$ cat config.mk
export PLATFORM = sky130hd
export DESIGN_NAME = seq_fsm_p2
export DESIGN_NICKNAME = d
export VERILOG_FILES = /design/src/rtl/seq_fsm_p2.sv
export SDC_FILE = /design/constraint.sdc
export NUM_CORES = 1
export LEC_CHECK = 0
export CORE_AREA = 2 2 39 41
export CTS_BUF_LIST = sky130_fd_sc_hd__clkbuf_4 sky130_fd_sc_hd__clkbuf_8 sky130_fd_sc_hd__clkbuf_16
export DETAILED_ROUTE_END_ITERATION = 10
export DIE_AREA = 0 0 41 43
export PLACE_DENSITY = 0.63
export SYNTH_ARGS = -nofsm -noshare
export SYNTH_HDL_FRONTEND = slang
export SYNTH_SLANG_ARGS = --single-unit
$ cat constraint.sdc
create_clock -name clk -period 1.3 [get_ports clk]
set_clock_uncertainty 0.2 [all_clocks]
set_input_delay 0.195 -clock clk [delete_from_list [all_inputs] [get_ports clk]]
set_output_delay 0.195 -clock clk [all_outputs]
set_load 0.005 [all_outputs]
$ cat src/rtl/seq_fsm_p2.sv
// Sequence detector for the serial pattern 1-1-0-1, with a timed DET hold and a re-arm gate.
// Define SEQ_FSM_SYNC_W_EN to pass w through a 2-flop synchronizer (adds 2 cycles of latency).
module seq_fsm_p2 #(
    parameter int HOLD_CYCLES = 8,
    parameter int CNT_W       = 4
) (
    input  logic             clk,
    input  logic             resetn,
    input  logic             w,
    output logic [2:0]       state,
    output logic [CNT_W-1:0] count,
    output logic             det_pulse
);

    typedef enum logic [2:0] {
        IDLE  = 3'b000,
        S1    = 3'b001,
        S11   = 3'b011,
        S110  = 3'b110,
        DET   = 3'b010,
        REARM = 3'b100
    } state_t;

    localparam logic [CNT_W-1:0] TERM = CNT_W'(HOLD_CYCLES - 1);

    logic [2:0]       r_state;
    logic [2:0]       w_state_nxt;
    logic [CNT_W-1:0] r_count;
    logic [CNT_W-1:0] w_count_nxt;
    logic             r_det_pulse;
    logic             w_w;

`ifdef SEQ_FSM_SYNC_W_EN
    logic r_w_s1;
    logic r_w_s2;

    always_ff @(posedge clk or negedge resetn) begin
        if (!resetn) begin
            r_w_s1 <= 1'b0;
            r_w_s2 <= 1'b0;
        end else begin
            r_w_s1 <= w;
            r_w_s2 <= r_w_s1;
        end
    end

    assign w_w = r_w_s2;
`else
    assign w_w = w;
`endif

    always_comb begin
        w_state_nxt = IDLE;
        w_count_nxt = '0;
        case (r_state)
            IDLE:  w_state_nxt = w_w ? S1    : IDLE;
            S1:    w_state_nxt = w_w ? S11   : IDLE;
            S11:   w_state_nxt = w_w ? S11   : S110;
            S110:  w_state_nxt = w_w ? DET   : IDLE;
            REARM: w_state_nxt = w_w ? REARM : IDLE;
            DET: begin
                // Exit takes the edge that would otherwise increment, so the counter never wraps.
                if (r_count == TERM) begin
                    w_state_nxt = REARM;
                end else begin
                    w_state_nxt = DET;
                    w_count_nxt = r_count + 1'b1;
                end
            end
            default: w_state_nxt = IDLE;
        endcase
    end

    always_ff @(posedge clk or negedge resetn) begin
        if (!resetn) begin
            r_state     <= IDLE;
            r_count     <= '0;
            r_det_pulse <= 1'b0;
        end else begin
            r_state     <= w_state_nxt;
            r_count     <= w_count_nxt;
            r_det_pulse <= (w_state_nxt == DET) && (r_state != DET);
        end
    end

    assign state     = r_state;
    assign count     = r_count;
    assign det_pulse = r_det_pulse;

endmodule

After elaboration in Yosys (flattened, before gate mapping)
Cells that the tools add are included.

word-level totals
  register bits after elaboration = 8
  input port bits = 3

cells by class
  add/subtract/negate cells = 1
  eq/ne operators = 8
  muxes and demuxes = 9
  reduce and logical (&&, ||, !) cells = 2

operators with widths
  cell                                                                      count
  3-bit one-hot mux with 6 select lines                                     1
  3-bit by 2-bit == test with 1-bit output (second input constant)          3
  3-bit 2-to-1 mux                                                          3
  4-bit 2-to-1 mux                                                          2
  3-bit == test (second input constant)                                     2
  4-bit by 1-bit adder with 4-bit output (second input constant)            1
  4-bit by 3-bit == test with 1-bit output (second input constant)          1
  2-bit 2-to-1 mux                                                          2
  3-bit by 1-bit == test with 1-bit output (second input constant)          1
  3-bit logical NOT                                                         1
  3-bit by 2-bit inequality test with 1-bit output (second input constant)  1
  1-bit logical AND                                                         1
  1-bit 2-to-1 mux                                                          1

Depth between registers and ports, before layout
Gate-level depths: netlist of the first run.

  depth after elaboration = 5
  depth in mapped cells = 4
  depth with buffers taken out = 4

Worst setup path before layout of the first run
OpenSTA, ideal clock, no wires.

  path type = register to register
  from = register r_count[0] (netlist: count[0])
  to = register r_state[1] (netlist: state[1])
  arrival = 0.938 ns
  required time = 0.976 ns
  path slack = 0.038 ns
  stages on the path, launching flop included = 5
  buffers on the path = 0
  period minus slack after synthesis = 1.262 ns
  cells stage by stage = dfrtp_1 -> ha_1 -> nand3b_1 -> a21oi_1 -> o21bai_2

between the ends
  cells in the longest elaborated chain, start to end = 3

RTL lines
  what                                      RTL line  source
  start, declared                           28        logic [CNT_W-1:0] r_count;
  start signal, assigned                    81        r_count <= w_count_nxt;
  4-bit by 3-bit == test with 1-bit output  63        if (r_count == TERM) begin
  3-bit 2-to-1 mux                          63
  3-bit one-hot mux with 6 select lines     55        case (r_state)
  named net w_state_nxt[1]                  27        logic [2:0] w_state_nxt;
  end signal, assigned                      80        r_state <= w_state_nxt;
  end, declared                             26        logic [2:0] r_state;

The timed path passes the listed nets, and every way through them passes these cells.

Worst setup path after layout of the first run
  from = register r_count[0] (netlist: count[0])
  to = register r_state[2] (netlist: state[2])

Same word-level chain as after synthesis.

==> metrics.txt, run 1 <==
CP Depth=5; # diodes=0; Multi-input gate area=a little over 200 sq um; Seq pwr share=0.292; crit path time final=1.32 ns; PnR Total Power=between 1000 and 1500 uW; Final WS setup=-0.0174 ns; IO Pins=11; synthesized cell area=~370 sq um; grt ovf=0; core area=1380 sq um; TritonCTS clock tree=built; total CTS buffers=3; Setup CP Type=reg -> reg; die area=between 1500 and 2000 sq um; Max IR drop VDD=0.00106 V; worst-margin pin slew=roughly 0.37 ns; Worst-Skew Late Latency=about 0.25 ns; failing checks=setup timing; Max Fclk=759 MHz; worst hold slack=about 0.022 ns; Die Wd=~41 microns; r2r startpoint=count[0]$_DFF_PN0_; fin crit share=1.01; arrival time at the worst endpoint=~1.3 ns; endpoints failing hold=0; share of cells above drive strength 1=0.473; clk sink count=8; Max-slew headroom=0.752; syn_nets=34; most frequent cells in the layout=9 x buf_4, 8 x dfrtp_1, 7 x clkdlybuf4s15_1, 4 x nor2_1; Comb pwr share=0.556; path depth of the worst reg2reg path=5; design area=651 sq um; Area after DPL=roughly 540 sq um; FF-to-FF End=state[2]$_DFF_PN0_; Pint=roughly 840 uW; Pleak=slightly above 0.0003 uW; Psw=around 420 uW; Slew Limit Fails=0; post-route ant nets=0; min-delay worst type=in -> async; Final setup viols=1; Max Root-Sink Buffers=2; CP Capture Type=flip-flop; vias in the first global route=approximately 300; via count=around 320; Syn Area/Cell=between 10 and 15 sq um; clock transition at the registers of the reported paths=around 0.06 ns; H-tree depth=1; final core utilization=0.470; drt drc=0; register area=~200 sq um; Switching Share=0.332; Area Growth Syn to Fin=78.1%; Initial Util=0.264; CTS Root Cell=clkbuf_4; largest net degree at the start of global routing=9; synthesis warning total=0; post-synthesis register bit count=8; initial antenna violation count=0; Post-Syn Instances=30; fill cell count=between 100 and 150; worst reg-to-reg setup slack=-0.02 ns; Cell Pwr Density=1940 nW/um^2; Vias/cell=4.48; run status=finished with violations; final WL=a little under 900 microns; fin nets=slightly above 60; Non-Filler Instances=71; RSZ-0062 raised after global routing=yes; startpoint types=flip-flop; ordered cell list for the critical path=buf_6 -> ha_4 -> nand3b_1 -> buf_4 -> o21ai_2; detailed placement HPWL=between 500 and 600 microns; row count=14; sequential fraction of the synthesis area=0.548; die height=around 43 microns; commonest non-fill, non-tap cell in the layout=buf_4; Buf+Inv Stages, Crit Path=2; Max Cap Violations=0; wire per inst=~12 microns; total track usage=0.112; Iteration-0 DRC Markers=3; Critical Path RT=between 1 and 1.5 ns; placed cell count=63; CP Max Fanout=3; routability congestion estimate=between 0.7 and 0.8; CP top delay family=flip-flops; clock share of power=0.152; first-pass GRT wire length=1.24 mm; drt pass-1 iters=4; CP peak stage delay=around 0.39 ns; Crit-path slowest cell=dfrtp_1; # port buffers=10; Yosys cell types=19
## area by class of cell
cell class                 count  area share
inverter                       1     0.00577
tap                           16      0.0308
sequential                     8       0.308
timing repair buffer          22       0.308
multi-input combinational     21       0.313
clock buffer                   3      0.0346
## worst max path at each step
stage | startpoint | endpoint
after detailed placement | w | state[2]$_DFF_PN0_
after global routing | count[0]$_DFF_PN0_ | state[2]$_DFF_PN0_
final | count[0]$_DFF_PN0_ | state[2]$_DFF_PN0_
after global placement | w | state[1]$_DFF_PN0_
after floorplan | count[0]$_DFF_PN0_ | state[1]$_DFF_PN0_
after CTS | count[0]$_DFF_PN0_ | state[1]$_DFF_PN0_
## stage by stage
stage	setup WS, ns	TNS, ns
global placement	-0.0897	-0.156
finish	-0.0174	-0.0174
detailed placement	-0.114	-0.211
CTS	-0.00972	-0.00972
floorplan	0.0376	0
global route	-0.0334	-0.0744
## registers in the layout, indices dropped and copies added (netlist names)
name and cells:
state 3, det_pulse 1, count 4
## cells in the mapped netlist
master | number | share of area
nand3b_1 | 1 | 0.021
nor3b_2 | 1 | 0.034
o21a_1 | 1 | 0.021
mux2i_1 | 1 | 0.027
a31oi_1 | 1 | 0.017
ha_1 | 1 | 0.034
nor2_1 | 5 | 0.051
nand2b_2 | 1 | 0.024
dfrtp_1 | 8 | 0.55
o21ai_1 | 1 | 0.014
inv_1 | 1 | 0.010
nor3b_1 | 1 | 0.021
nand3_1 | 1 | 0.014
and3_4 | 1 | 0.031
nor2b_4 | 1 | 0.038
xnor2_1 | 1 | 0.024
o21bai_2 | 1 | 0.031
a21oi_1 | 1 | 0.014
nor4bb_1 | 1 | 0.027
## power groups by stage
| stage | Combinational (uW) | Clock, uW | Sequential [uW] |
|---|---|---|---|
| floorplan | 212 | 0 | 412 |
| global placement | 535 | 0 | 376 |
| detailed placement | 536 | 0 | 380 |
| CTS | 602 | 199 | 367 |
| global route | 752 | 217 | 376 |
| finish | 701 | 191 | 368 |
## kinds of logic after synthesis
group,after synthesis,synth area share
simple gates,13,0.260
xor+xnor,1,0.0240
mux,1,0.0274
flops,8,0.548
compound gates,5,0.0959
fa+ha+maj,1,0.0342
buf+inv,1,0.0103
## timing repair
action                     4_1_cts  5_1_grt
setup endpoints to repair        9        9
resized for setup               15       11
setup buffers                    5        1
pin swaps                        4        2
hold buffers                     0        0
## per-layer routing
metal,GRT usage,routed length [microns],share of wire
met4,0.0400,0,0
met5,0,0,0
met3,0.0314,31,0.035
met1,0.143,363,0.41
met2,0.172,486,0.55
(Power assumes the default switching activity.)
==> run 2: changes to the inputs <==
--- a/config.mk
+++ b/config.mk
@@ -9,6 +9,8 @@
 export CTS_BUF_LIST = sky130_fd_sc_hd__clkbuf_4 sky130_fd_sc_hd__clkbuf_8 sky130_fd_sc_hd__clkbuf_16
 export DETAILED_ROUTE_END_ITERATION = 10
 export DIE_AREA = 0 0 41 43
+export GPL_TIMING_DRIVEN = 0
+export MAX_ROUTING_LAYER = met4
 export PLACE_DENSITY = 0.63
 export SYNTH_ARGS = -nofsm -noshare
 export SYNTH_HDL_FRONTEND = slang
==> run 2 against run 1 <==
Net effect:
- the run still ends with setup timing left
- largest power group unchanged
- critical endpoint is now state[1]$_DFF_PN0_
- largest cell class unchanged
- clock power hardly changed
- sequential power is 1% higher
- register-to-register slack worse by 0.02 ns
- non-clock buffer count is 1 lower
- die area stayed put
==> metrics.txt, run 2 (synthesis results as in run 1) <==
Final WS setup=-0.0407 ns (was -0.0174 ns); Die Wd=41 microns (unchanged); CP Capture Type=flip-flop (unchanged); post-route ant nets=0 (unchanged); CP peak stage delay=0.37 ns (was 0.39 ns); Pint=839 uW (was 842 uW); detailed placement HPWL=481 microns (was 569 microns); die area=1760 sq um (unchanged); Switching Share=0.332 (about the same); Crit-path slowest cell=dfrtp_1 (unchanged); endpoints failing hold=0 (unchanged); total track usage=0.142 (was 0.112); CP Max Fanout=3 (unchanged); Vias/cell=4.56 (was 4.48); Area Growth Syn to Fin=75.7% (was 78.1%); arrival time at the worst endpoint=1.28 ns (was 1.25 ns); worst hold slack=0.0166 ns (was 0.0223 ns); total CTS buffers=3 (unchanged); die height=43 microns (unchanged); crit path time final=1.34 ns (was 1.32 ns); share of cells above drive strength 1=0.463 (was 0.473); Iteration-0 DRC Markers=4 (was 3); min-delay worst type=in -> async (unchanged); Worst-Skew Late Latency=0.26 ns (was 0.25 ns); # hold bufs at CTS=0 (unchanged); clock share of power=0.150 (was 0.152); TritonCTS clock tree=built (unchanged); commonest non-fill, non-tap cell in the layout=buf_4 (unchanged); Setup TNS Final=-0.0517 ns (was -0.0174 ns); Setup CP Type=reg -> reg (unchanged); H-tree depth=1 (unchanged); Max Cap Violations=0 (unchanged); clk sink count=8 (unchanged); PnR Total Power=1260 uW (about the same); grt ovf=0 (unchanged); CTS Root Cell=clkbuf_4 (unchanged); drt pass-1 iters=4 (unchanged); routability congestion estimate=0.748 (was 0.766); worst-margin pin slew=0.370 ns (was 0.371 ns); r2r startpoint=count[0]$_DFF_PN0_ (unchanged); fin crit share=1.03 (was 1.01); startpoint types=flip-flop (unchanged); vias in the first global route=307 (was 301); Cell Pwr Density=1960 nW/um^2 (was 1940 nW/um^2); wire per inst=12.7 microns (was 12.4 microns); Pleak=0.000301 uW (was 0.000304 uW); clock transition at the registers of the reported paths=0.05 ns (was 0.06 ns); Max-slew headroom=0.752 (about the same); Final setup viols=2 (was 1); fin nets=60 (was 61); run status=finished with violations (unchanged); initial antenna violation count=0 (unchanged); max reg flops=4 (unchanged); most frequent cells in the layout=8 x buf_4, 7 x dfrtp_1, 6 x clkdlybuf4s15_1, 5 x nor2_1 (was 9 x buf_4, 8 x dfrtp_1, 7 x clkdlybuf4s15_1, 4 x nor2_1); Critical Path RT=1.24 ns (was 1.23 ns); Max Fclk=746 MHz (was 759 MHz); # port buffers=10 (unchanged); IO Pins=11 (unchanged); RSZ-0062 raised after global routing=yes (unchanged); Seq pwr share=0.296 (was 0.292); core area=1380 sq um (unchanged); failing checks=setup timing (unchanged); Critical Path Source=count[0]$_DFF_PN0_ (unchanged); Comb pwr share=0.554 (was 0.556); Initial Util=0.264 (unchanged); # diodes=0 (unchanged); drt drc=0 (unchanged); row count=14 (unchanged); first-pass GRT wire length=1.39 mm (was 1.24 mm); Max Root-Sink Buffers=2 (unchanged); via count=319 (was 318); Max IR drop VDD=0.000604 V (was 0.00106 V); Slew Limit Fails=0 (unchanged); Psw=418 uW (was 419 uW); largest net degree at the start of global routing=9 (unchanged); final WL=887 microns (was 880 microns); ordered cell list for the critical path=buf_6 -> ha_4 -> nand3b_1 -> a21oi_2 -> o21bai_4 (was buf_6 -> ha_4 -> nand3b_1 -> buf_4 -> o21ai_2)
==> run 2: area by class of cell <==
cell class	count	area, sq um
inverters	1	3.75
well taps	16	20.0
repair buffers	21	191
clock buffers	3	22.5
multi-input cells	21	203
flip-flops and latches	8	201
fillers	129	742
==> run 2: power groups by stage <==
| stage | clock network, uW | registers (uW) | logic, uW |
|---|---|---|---|
| 2_1_floorplan | 0 | 412 | 212 |
| 3_3_place_gp | 0 | 420 | 393 |
| 3_5_place_dp | 0 | 418 | 399 |
| 4_1_cts | 192 | 366 | 637 |
| 5_1_grt | 210 | 379 | 752 |
| 6_report | 189 | 372 | 696 |
==> run 2: path summary, 6_finish.rpt <==
path / cells past startpoint / slack, ns / endpoint
max in group asynchronous: 1 / 0.59 / state[2]$_DFF_PN0_
setup reg to reg: 5 / -0.04 / state[1]$_DFF_PN0_
hold / removal: 1 / 0.02 / state[0]$_DFF_PN0_
setup / recovery: 5 / -0.04 / state[1]$_DFF_PN0_
min in group clk: 2 / 0.40 / state[0]$_DFF_PN0_
hold reg to reg: 2 / 0.40 / state[0]$_DFF_PN0_
==> run 2: stage by stage <==
stage                     instances  utilization  area (sq um)  worst slack, ns
after floorplan                  30            -           365           0.0376
after global placement           56        0.351           485           -0.104
after detailed placement         56        0.351           485          -0.0994
after CTS                        69        0.439           608          -0.0140
after global routing             70        0.464           642          -0.0958
final                            70        0.464           642          -0.0407
==> run 2: routing by layer <==
| layer | track usage | share of wire |
|---|---|---|
| met5 | - | 0 |
| met3 | 0.0471 | 0.041 |
| met4 | 0.180 | 0.065 |
| met2 | 0.200 | 0.53 |
| met1 | 0.122 | 0.36 |
==> run 2: what timing repair did <==
item / 4_1_cts / 5_1_grt
pin swaps: 3 / 4
endpoints found under the setup margin: 9 / 10
hold endpoints to repair: 0 / 0
resized for setup: 17 / 8
setup buffers: 10 / 1
==> run 2: worst max-delay path, delay by kind of cell, from the launching register on <==
kind | cells | cell delay [ns]
AO/OA/AOI/OAI | 2 | 0.28
flip-flops | 1 | 0.37
adder cells (fa/ha/maj) | 1 | 0.12
buffers and inverters | 1 | 0.12
AND/OR/NAND/NOR | 1 | 0.12
==> run 3: changes to the inputs <==
--- a/config.mk
+++ b/config.mk
@@ -12,6 +12,7 @@
 export GPL_TIMING_DRIVEN = 0
 export MAX_ROUTING_LAYER = met4
 export PLACE_DENSITY = 0.63
+export SETUP_SLACK_MARGIN = 0.15
 export SYNTH_ARGS = -nofsm -noshare
 export SYNTH_HDL_FRONTEND = slang
 export SYNTH_SLANG_ARGS = --single-unit
==> run 3 against run 2 <==
Net effect:
- largest power group unchanged
- clock power fell by 3%
- wire length fell by 6.4%
- clock-buffer cell count did not move
- die area did not move
- the flow now finishes without violations
- total power rose by 0.43%
- combinational power rose by 2%
- worst hold slack improved by 0.016 ns
==> metrics.txt, run 3 (synthesis results as in run 1) <==
Max Fclk=771 MHz (was 746 MHz); post-route ant nets=0 (unchanged); # diodes=0 (unchanged); worst-margin pin slew=0.381 ns (was 0.370 ns); Cell Pwr Density=2030 nW/um^2 (was 1960 nW/um^2); total track usage=0.115 (was 0.142); # port buffers=10 (unchanged); die area=1760 sq um (unchanged); startpoint types=flip-flop (unchanged); IO Pins=11 (unchanged); clock share of power=0.145 (was 0.150); Die Wd=41 microns (unchanged); Comb pwr share=0.562 (was 0.554); first-pass GRT wire length=1.32 mm (was 1.39 mm); Vias/cell=4.44 (was 4.56); Worst-Skew Late Latency=0.25 ns (was 0.26 ns); Pleak=0.000302 uW (was 0.000301 uW); design area=623 sq um (was 642 sq um); H-tree depth=1 (unchanged); Seq pwr share=0.293 (was 0.296); RSZ-0062 raised after global routing=yes (unchanged); Switching Share=0.326 (was 0.332); CP peak stage delay=0.38 ns (was 0.37 ns); Final setup viols=0 (was 2); drt pass-1 iters=2 (was 4); endpoints failing hold=0 (unchanged); TritonCTS clock tree=built (unchanged); routability congestion estimate=0.605 (was 0.748); share of cells above drive strength 1=0.630 (was 0.463); row count=14 (unchanged); clk sink count=8 (unchanged); Max-slew headroom=0.745 (was 0.752); arrival time at the worst endpoint=1.23 ns (was 1.28 ns); max reg flops=4 (unchanged); CP top delay family=flip-flops (unchanged); placed cell count=56 (unchanged); Crit-path slowest cell=dfrtp_1 (unchanged); worst hold slack=0.0327 ns (was 0.0166 ns); Psw=412 uW (was 418 uW); drt drc=0 (unchanged); CP Capture Type=flip-flop (unchanged); Setup CP Type=reg -> reg (unchanged); Slew Limit Fails=0 (unchanged); core area=1380 sq um (unchanged); commonest non-fill, non-tap cell in the layout=dfrtp_1 (was buf_4); Pint=850 uW (was 839 uW); wire per inst=11.9 microns (was 12.7 microns); Max IR drop VDD=0.000792 V (was 0.000604 V); fin crit share=0.997 (was 1.03); initial antenna violation count=0 (unchanged); run status=finished, final reports clean (was finished with violations); Area Growth Syn to Fin=70.5% (was 75.7%); min-delay worst type=in -> async (unchanged); largest net degree at the start of global routing=9 (unchanged); Iteration-0 DRC Markers=1 (was 4); most frequent cells in the layout=7 x dfrtp_1, 6 x buf_2, 6 x buf_6, 6 x buf_4, 5 x nor2_1 (was 8 x buf_4, 7 x dfrtp_1, 6 x clkdlybuf4s15_1, 5 x nor2_1); Max Cap Violations=0 (unchanged); Setup TNS Final=0 ns (was -0.0517 ns); Max Root-Sink Buffers=2 (unchanged); vias in the first global route=324 (was 307); Initial Util=0.264 (unchanged); fin nets=60 (unchanged); crit path time final=1.30 ns (was 1.34 ns); total CTS buffers=3 (unchanged); Area after DPL=492 sq um (was 485 sq um); Buf+Inv Stages, Crit Path=1 (unchanged); CP Max Fanout=5 (was 3); final WL=830 microns (was 887 microns); detailed placement HPWL=490 microns (was 481 microns); via count=311 (was 319); Non-Filler Instances=70 (unchanged); clock transition at the registers of the reported paths=0.05 ns (about the same); grt ovf=0 (unchanged); Critical Path RT=1.23 ns (was 1.24 ns); ordered cell list for the critical path=buf_6 -> nor2b_4 -> and3_4 -> o21bai_2 (was buf_6 -> ha_4 -> nand3b_1 -> a21oi_2 -> o21bai_4); die height=43 microns (unchanged); CTS Root Cell=clkbuf_4 (unchanged)
run 3: cell count changes in the layout (fill, tap and decap cells not counted), moves of 2 or more:
cell and change:
buf_6 +3, buf_2 +6, dlygate4sd2_1 -2, buf_4 -2
clkdlybuf4s15_1 -6
run 3: routing by layer:
metal	GRT usage	part of all wire
met2	0.181	0.51
met4	0.0400	0
met3	0.0314	0.048
met5	-	0
met1	0.135	0.45
run 3: worst paths after layout:
check	from	end	slack [ns]	cells past startpoint
hold reg to reg	state[2]$_DFF_PN0_	state[0]$_DFF_PN0_	0.38	2
max in group asynchronous	resetn	state[2]$_DFF_PN0_	0.57	1
hold / removal	resetn	state[1]$_DFF_PN0_	0.03	1
min in group clk	state[2]$_DFF_PN0_	state[0]$_DFF_PN0_	0.38	2
setup reg to reg	state[1]$_DFF_PN0_	state[1]$_DFF_PN0_	0.004	4
setup / recovery	state[1]$_DFF_PN0_	state[1]$_DFF_PN0_	0.004	4
run 3: timing repair:
action,4_1_cts,5_1_grt
hold buffers,0,0
pin swaps,3,3
setup buffers,9,2
cloned,0,0
endpoints found under the setup margin,13,14
gates resized for setup,35,10
run 3: area by class of cell:
cell class | count | area, sq um
Inverter | 1 | 3.75
Sequential cell | 8 | 201
Multi-Input combinational cell | 21 | 208
Timing Repair Buffer | 21 | 168
Tap cell | 16 | 20.0
Clock buffer | 3 | 22.5
Fill cell | 138 | 761
run 3: per-stage QoR:
| stage | total power [uW] | util | worst slack (ns) |
|---|---|---|---|
| 5_1_grt | 1370 | 0.450 | -0.0442 |
| 3_3_place_gp | 825 | 0.355 | -0.0905 |
| 6_report | 1260 | 0.450 | 0.00373 |
| 2_1_floorplan | 637 | - | 0.0652 |
| 4_1_cts | 1140 | 0.411 | 0.00670 |
| 3_5_place_dp | 835 | 0.355 | -0.143 |
run 3: power by group through the flow:
| stage | registers (uW) | logic (uW) | clock network [uW] |
|---|---|---|---|
| 6_report | 370 | 709 | 183 |
| 5_1_grt | 379 | 780 | 211 |
| 4_1_cts | 365 | 580 | 199 |
| 3_5_place_dp | 424 | 412 | 0 |
| 3_3_place_gp | 420 | 405 | 0 |
| 2_1_floorplan | 416 | 221 | 0 |
run 3: worst reg2reg max path, stage by stage (launching register included):
cell,delay (ns)
dfrtp_1,0.38
buf_6,0.13
nor2b_4,0.13
and3_4,0.17
o21bai_2,0.17
